File: config.mk
export PLATFORM = sky130hd
export DESIGN_NAME = digital_fll_controller
export DESIGN_NICKNAME = d
export VERILOG_FILES = /design/src/rtl/digital_pll_pkg.sv /design/src/rtl/fll_osc_edge.sv /design/src/rtl/digital_fll_controller.sv
export SDC_FILE = /design/constraint.sdc
export NUM_CORES = 1
export LEC_CHECK = 0
export CAP_MARGIN = 20
export CORE_ASPECT_RATIO = 1.4
export CORE_MARGIN = 10
export CORE_UTILIZATION = 30
export CTS_BUF_LIST = sky130_fd_sc_hd__clkbuf_16
export CTS_CLUSTER_DIAMETER = 40
export DETAILED_ROUTE_END_ITERATION = 10
export DONT_BUFFER_PORTS = 1
export HOLD_SLACK_MARGIN = 0.02
export PLACE_DENSITY = 0.52
export RECOVER_POWER = 100
export SLEW_MARGIN = 25
export SYNTH_ARGS = -nofsm -noshare
export SYNTH_HDL_FRONTEND = slang
export SYNTH_SLANG_ARGS = --single-unit
File: constraint.sdc
create_clock -name clock -period 4.9 [get_ports clock]
set_input_delay 0.98 -clock clock [delete_from_list [all_inputs] [get_ports clock]]
set_output_delay 0.98 -clock clock [all_outputs]
set_load 0.02 [all_outputs]
File: src/rtl/digital_pll_pkg.sv
// Shared definitions for the digital PLL: FLL controller state, code-width helper
// and default parameter values.
package digital_pll_pkg;

  typedef enum logic [1:0] {
    IDLE  = 2'd0,
    TRACK = 2'd1,
    DCO   = 2'd2
  } fll_state_e;

  localparam int TRIM_W_DEF      = 26;
  localparam int DIV_W_DEF       = 5;
  localparam int TRIM_INIT_DEF   = 13;
  localparam int TOL_DEF         = 1;
  localparam int COARSE_TH_DEF   = 4;
  localparam int COARSE_STEP_DEF = 4;
  localparam int LOCK_COUNT_DEF  = 8;

  // Code spans 0..trim_w inclusive.
  function automatic int code_w(input int trim_w);
    return $clog2(trim_w + 1);
  endfunction

endpackage

File: src/rtl/fll_osc_edge.sv
// Brings the asynchronous reference clock into the DCO domain and flags its
// rising edges with a one-cycle pulse.
module fll_osc_edge (
  input  logic clock,
  input  logic reset,
  input  logic osc,
  output logic osc_rise
);

  // [0],[1] synchroniser, [2] delayed copy for edge detection
  logic [2:0] sync;

  always_ff @(posedge clock) begin
    if (reset) sync <= '0;
    else       sync <= {sync[1:0], osc};
  end

  assign osc_rise = sync[1] & ~sync[2];

endmodule

File: src/rtl/digital_fll_controller.sv
// FLL controller: measures DCO cycles per reference period and steps a saturating
// thermometer trim code. Optional lock detector enabled by FLL_LOCK_DETECT_EN.
module digital_fll_controller
  import digital_pll_pkg::*;
#(
  parameter  int TRIM_W      = TRIM_W_DEF,
  parameter  int DIV_W       = DIV_W_DEF,
  parameter  int TRIM_INIT   = TRIM_INIT_DEF,
  parameter  int TOL         = TOL_DEF,
  parameter  int COARSE_TH   = COARSE_TH_DEF,
  parameter  int COARSE_STEP = COARSE_STEP_DEF,
  parameter  int LOCK_COUNT  = LOCK_COUNT_DEF,
  localparam int CODE_W      = code_w(TRIM_W)
) (
  input  logic              clock,
  input  logic              reset,
  input  logic              enable,
  input  logic              osc,
  input  logic [DIV_W-1:0]  div,
  input  logic              dco,
  input  logic [TRIM_W-1:0] ext_trim,
  output logic [TRIM_W-1:0] trim,
  output logic [CODE_W-1:0] code,
  output logic              locked
);

  localparam int CNT_W = DIV_W + 2;
  localparam int ERR_W = DIV_W + 3;

  fll_state_e              state, state_n;
  logic                    osc_rise, eval, in_win;
  logic [CNT_W-1:0]        cnt;
  logic signed [ERR_W-1:0] err;
  logic [ERR_W-1:0]        err_abs;
  logic [CODE_W:0]         code_x, step, sum;
  logic [CODE_W-1:0]       code_n, up, dn;
  logic [TRIM_W-1:0]       therm;

  fll_osc_edge u_edge (
    .clock    (clock),
    .reset    (reset),
    .osc      (osc),
    .osc_rise (osc_rise)
  );

  // Free-running period counter; its value at an edge is the measured period.
  always_ff @(posedge clock) begin
    if (reset)         cnt <= '0;
    else if (osc_rise) cnt <= CNT_W'(1);
    else if (cnt != '1) cnt <= cnt + CNT_W'(1);
  end

  assign err     = $signed({1'b0, cnt}) - $signed({3'b000, div});
  assign err_abs = err[ERR_W-1] ? ERR_W'(-err) : ERR_W'(err);
  assign in_win  = (div != '0) && (err_abs <= ERR_W'(TOL));

  assign code_x = {1'b0, code};
  assign step   = (err_abs > ERR_W'(COARSE_TH)) ? (CODE_W+1)'(COARSE_STEP) : (CODE_W+1)'(1);
  assign sum    = code_x + step;
  assign up     = (sum > (CODE_W+1)'(TRIM_W)) ? CODE_W'(TRIM_W) : sum[CODE_W-1:0];
  assign dn     = (code_x < step) ? '0 : CODE_W'(code_x - step);

  always_comb begin
    state_n = state;
    code_n  = code;
    eval    = 1'b0;
    if (!enable) begin
      state_n = IDLE;
      code_n  = CODE_W'(TRIM_INIT);
    end else if (dco) begin
      state_n = DCO;
    end else begin
      case (state)
        IDLE:    if (osc_rise) state_n = TRACK;
        TRACK:   eval = osc_rise;
        default: state_n = IDLE;
      endcase
    end
    // Positive error means too many DCO cycles per period: DCO is fast.
    if (eval && (div != '0) && !in_win)
      code_n = err[ERR_W-1] ? dn : up;
  end

  always_ff @(posedge clock) begin
    if (reset) begin
      state <= IDLE;
      code  <= CODE_W'(TRIM_INIT);
    end else begin
      state <= state_n;
      code  <= code_n;
    end
  end

  for (genvar i = 0; i < TRIM_W; i++) begin : g_therm
    assign therm[i] = (CODE_W'(i) < code);
  end

  assign trim = dco ? ext_trim : therm;

`ifdef FLL_LOCK_DETECT_EN
  localparam int RUN_W = $clog2(LOCK_COUNT + 1);

  logic [RUN_W-1:0] run;
  logic             lock_q;

  always_ff @(posedge clock) begin
    if (reset || !enable || dco || state != TRACK) begin
      run    <= '0;
      lock_q <= 1'b0;
    end else if (eval) begin
      if (in_win) begin
        if (run != RUN_W'(LOCK_COUNT)) run <= run + RUN_W'(1);
        lock_q <= (run >= RUN_W'(LOCK_COUNT - 1));
      end else begin
        run    <= '0;
        lock_q <= 1'b0;
      end
    end
  end

  assign locked = lock_q;
`else
  assign locked = 1'b0;
`endif

endmodule

-- Word-level counts from Yosys, hierarchy flattened
Index checks and enable logic that the tools add are counted.
- $add $sub $neg: 5
- $lt $le $gt $ge: 30
- equal/unequal tests: 6
- mux-type cells: 16
- bitwise logic cells: 4
- reductions and logical operators: 12
- operators with widths (cell ; number):
    $lt 5x5->1 const A ; 10
    $lt 4x5->1 const A ; 8
    $mux 26 ; 1
    $mux 5 ; 5
    $lt 3x5->1 const A ; 4
    $lt 1x5->1 const A ; 2
    $lt 2x5->1 const A ; 2
    $gt 8x3->1 const B ; 1
    $le 8x1->1 const B ; 1
    $mux 8 ; 1
    $neg 8->8 ; 1
    $sub 7x5->8 ; 1
    $add 7x1->7 const B ; 1
    $ne 7x7->1 const B ; 1
    $add 5x3->6 ; 1
    $gt 6x5->1 const B ; 1
    $lt 5x3->1 ; 1
    $mux 1 ; 5
    $reduce_bool 5->1 ; 1
    $sub 5x3->5 ; 1
    $mux 2 ; 2
    $ne 2x2->1 const B ; 2
    $pmux 2 s2 ; 1
    $reduce_and 2->1 ; 2
    12 further kinds ; 17
- flip-flop bits (word level): 17
- bits of input ports: 36
- output and inout bits: 32
- logic and storage cells: 79

-- Depth between registers and ports, before layout
- word-level depth: 10
- depth in mapped cells: 21
- gate-level depth less buffers: 21

-- Hierarchy
A second synthesis with hierarchy kept.
- cell total of the unflattened synthesis: 274
- area total of the unflattened synthesis: 1933.1 µm²
- modules (own cells, without submodules) (module ; times used ; cells each ; area an instance (µm²) ; sequential area each (µm²)):
    digital_fll_controller ; 1 ; 267 ; 1845.5 ; 280.3
    fll_osc_edge ; 1 ; 7 ; 87.6 ; 60.1

-- Worst setup path before layout
Ideal clock, no wire load.
- path kind: input to register
- from: input port div[0]
- to: register code[1]
- setup time: 0.072 ns
- data arrival time: 4.461 ns
- data required time: 4.828 ns
- path slack: 0.367 ns
- stages on the path: 19
- buffers on the path: 1
- cells stage by stage: ha_1 inv_1 fa_1 inv_1 ha_1 nor2_1 mux2_1 a32o_2 o2111ai_2 a21oi_1 ha_1 buf_2 nor2b_1 o21ai_1 or4_1 nor2b_1 o41ai_1 or2_2 mux2i_1
- word-level cells in the longest chain between the ends: 10
- elaborated cells on any way between the ends: 20
- those cells by class: add/sub (4); order compare (4); eq/ne (1); mux (6); reduce/logical (5)
- ends and longest elaborated chain (item ; line ; source):
    from (decl) ; digital_fll_controller.sv:19 ; input logic [DIV_W-1:0] div,
    $sub 7x5->8 ; digital_fll_controller.sv:53 ; assign err = $signed({1'b0, cnt}) - $signed({3'b000, div});
    $neg 8->8 ; digital_fll_controller.sv:54 ; assign err_abs = err[ERR_W-1] ? ERR_W'(-err) : ERR_W'(err);
    $mux 8 ; digital_fll_controller.sv:54 ;
    $gt 8x3->1 ; digital_fll_controller.sv:58 ; assign step = (err_abs > ERR_W'(COARSE_TH)) ? (CODE_W+1)'(COARSE_STEP) : (CODE_W+1)'(1);
    $mux 3 ; digital_fll_controller.sv:58 ;
    $add 5x3->6 ; digital_fll_controller.sv:59 ; assign sum = code_x + step;
    $gt 6x5->1 ; digital_fll_controller.sv:60 ; assign up = (sum > (CODE_W+1)'(TRIM_W)) ? CODE_W'(TRIM_W) : sum[CODE_W-1:0];
    $mux 5 ; digital_fll_controller.sv:60 ;
    $mux 5 ; digital_fll_controller.sv:81 ; code_n = err[ERR_W-1] ? dn : up;
    $mux 5 ; digital_fll_controller.sv:80 ; if (eval && (div != '0) && !in_win)
    to (signal assigned) ; digital_fll_controller.sv:87 ; code <= CODE_W'(TRIM_INIT);
    to (signal assigned) ; digital_fll_controller.sv:90 ; code <= code_n;
    to (decl) ; digital_fll_controller.sv:23 ; output logic [CODE_W-1:0] code,
Parallel ways exist; a longest one is shown, timed or not.
A chain may end at the register's enable or synchronous reset.

-- Worst setup path after layout
- from: input port div[0]
- to: register code[2]
Same word-level chain as after synthesis.

==> metrics <==
share of the synthesized area in the top cell type=about 18%; data arrival time of the critical path=4.56 ns; share of synthesized registers carrying an async set or reset=0%; Seq/Total Area, Yosys=17.88%; gr ovfl total=0; hold_buf cts=0; Synth Warn #=0; startpoint types=input port; pwr/cell area=237.4 nW/um^2; fin crit period=4.434 ns; vias in the first global route=1954; worst setup path start=div[0]; Placeable Area=6211 sq um; max-cap violations=0; initial antenna violation count=0; final instance area=approximately 2000 sq um; distinct cell type count after synthesis=between 40 and 50; Die Ht=114.2 microns; # IOs=68; clk buf depth=2; Worst slew margin=39.41%; gr usage total=~10%; Critical Path RT=5.03 ns; Starting Density=30.64%; worst reg2reg path depth=20; WS Path Type=input port to flip-flop; fill cell count=694; fraction of layout cells with a size suffix above 1=between 7 and 8%; Fin Hold WS=between 0.4 and 0.5 ns; RD Place Congestion=0.8227; Cell Area, Synth=1903 sq um; Pleak=0.8268 nW; Post-Syn Instances=278; fin crit share=90.50%; drt first pass iters=4; HPWL Detailed=4202 microns; termination of the worst setup path=code[2]; Syn Nets=328; R2R Path Start=cnt[0]; post-CTS setup buffers=0; Root Buffer=clkbuf_16; skew final=~0.0050 ns; # rows=34; port bufs=0; slew of the pin with the lowest slew margin=0.9076 ns; final net count=321; clock buffer count from CTS=3; RSZ-0062 raised after global routing=no; ANT cells=0; fmax=225.5 MHz; Slew Viols, Final=0; global-route wire length before repair=8459 microns; Clock Sinks=17; setup TNS=0 ns; Primary FF master, synth=dfxtp_1; register area=340.3 sq um; IR drop worst, VDD=0.0001071 V; Die ar.=9975 sq um; Area Overhead vs Synth=7.495%; Vias=approximately 1900; placed standard-cell area=1963 sq um; Clock Pin Slew Worst Setup and Hold Paths=0.06 ns; Reg-to-Reg End=code[2]; flop2flop setup slack=0.72 ns; area leader, netlist=dfxtp_1; Die W=roughly 87 microns; vias per std cell=5.538; multi-input combinational cell area=around 1400 sq um; status=finished clean; H-Tree Level Count=1; Worst-Skew Late Latency=around 0.25 ns; largest net degree at the start of global routing=52; final hold viol count=0; Critical Path Sink Type=flip-flop; Avg WL per Cell=approximately 15 microns; CP max FO=4; WL final=about 5200 microns; violation count after the first detailed-route iteration=45; drt drc=0; Setup Viol. Count Final=0; EDFF count, synth=0; CTS tree=built; Post-DRT Antenna Nets=0; Syn Area/Cell=6.846 sq um; #FFs+latches synth=17; top cells by area, synth=dfxtp_1 (18%), ha_1 (8.5%), o21ai_0 (6.6%); worst min path class=flip-flop to flip-flop
-- cell families after synthesis --
group,count (synthesis),share of synthesized area (%)
mux,7,3.813
xor+xnor,10,4.602
fa+ha+maj,14,9.599
compound gates,83,28.80
buf+inv,39,8.087
simple gates,107,27.02
flops,17,17.88
other cells,1,0.1970
-- metal layers --
layer / up-vias / routed length, microns / part of all wire [%] / track usage, %
li1: 969 / - / - / -
met1: 839 / 2289 / 44 / 10.92
met2: 80 / 2458 / 47 / 17.41
met3: 6 / 399 / 7.7 / 3.490
met4: 0 / 57 / 1.1 / 3.198
met5: - / 0 / 0 / 0
-- worst max-delay path, cell delays in order --
cell       delay (ns)
ha_1             0.19
inv_1            0.07
fa_1             0.43
inv_1            0.12
ha_1             0.19
inv_1            0.07
o21ai_0          0.18
a32o_2           0.16
o2111ai_2        0.11
a21oi_2          0.22
ha_1             0.21
ha_1             0.17
nor2b_1          0.25
o21ai_1          0.12
or4_1            0.50
nor2b_1          0.16
nor3_1           0.06
a221oi_1         0.25
mux2i_1          0.11
-- layout make-up --
cell class / count / share of cell area (%)
inverter: 21 / 3.853
multi-input combinational: 222 / 69.05
tap: 72 / 4.404
clock inverter: 1 / 0.3670
clock buffer: 3 / 3.670
timing repair buffer: 6 / 2.018
sequential: 17 / 16.64
-- metrics by stage --
stage	setup WS (ns)	power [W]	instances	util [%]
5_1_grt	0.04952	0.0005175	342	32.94
6_report	0.4656	0.0004856	342	32.94
4_1_cts	0.3512	0.0004910	342	32.94
3_5_place_dp	0.1199	0.0003193	338	31.61
2_1_floorplan	0.3674	0.0002932	278	-
3_3_place_gp	0.2007	0.0003202	338	31.61
-- worst min path at each step --
stage                  start        to  slack (ns)  depth (start not counted)
floorplan           state[1]  state[0]        0.40                          1
global placement    state[1]  state[0]        0.41                          1
detailed placement  state[1]  state[0]        0.42                          1
CTS                 state[1]  state[0]        0.43                          1
global route        state[1]  state[0]        0.46                          1
finish              state[1]  state[0]        0.44                          1
-- timing repair --
item                                    CTS  global route
hold endpoints to repair                  0             0
endpoints found under the setup margin    0             2
resized for setup                         0             1
-- placed cells by master (no fill, tap or decap), drive strengths merged, types with 5 or more instances in the layout --
master / instances
a21o: 6
a21oi: 22
buf: 5
dfxtp: 17
ha: 13
inv: 21
mux2i: 5
nand2: 31
nand2b: 5
nand3: 8
nor2: 23
nor2b: 11
nor3: 15
o21ai: 26
o31ai: 6
xnor2: 6
-- cell usage after synthesis (all sizes together), types with 8 or more instances --
library cell,instances
nand2,31
o21ai,26
nor2b,11
ha,13
nor2,23
nand3,8
inv,21
nor3,15
dfxtp,17
a21oi,22
clkbuf,14
-- registers in the layout, indices dropped and copies added, names as in the netlist --
name / count
cnt: 7
code: 5
state: 2
u_edge.sync: 3
-- where the power goes --
| part | switching (W) | internal (W) |
|---|---|---|
| clock | 0.0000575 | 0.000110 |
| sequential | 0.00000352 | 0.000142 |
| combinational | 0.000105 | 0.0000680 |
| total | 0.000166 | 0.000320 |
Note: power is estimated with default switching activity, not from simulation.
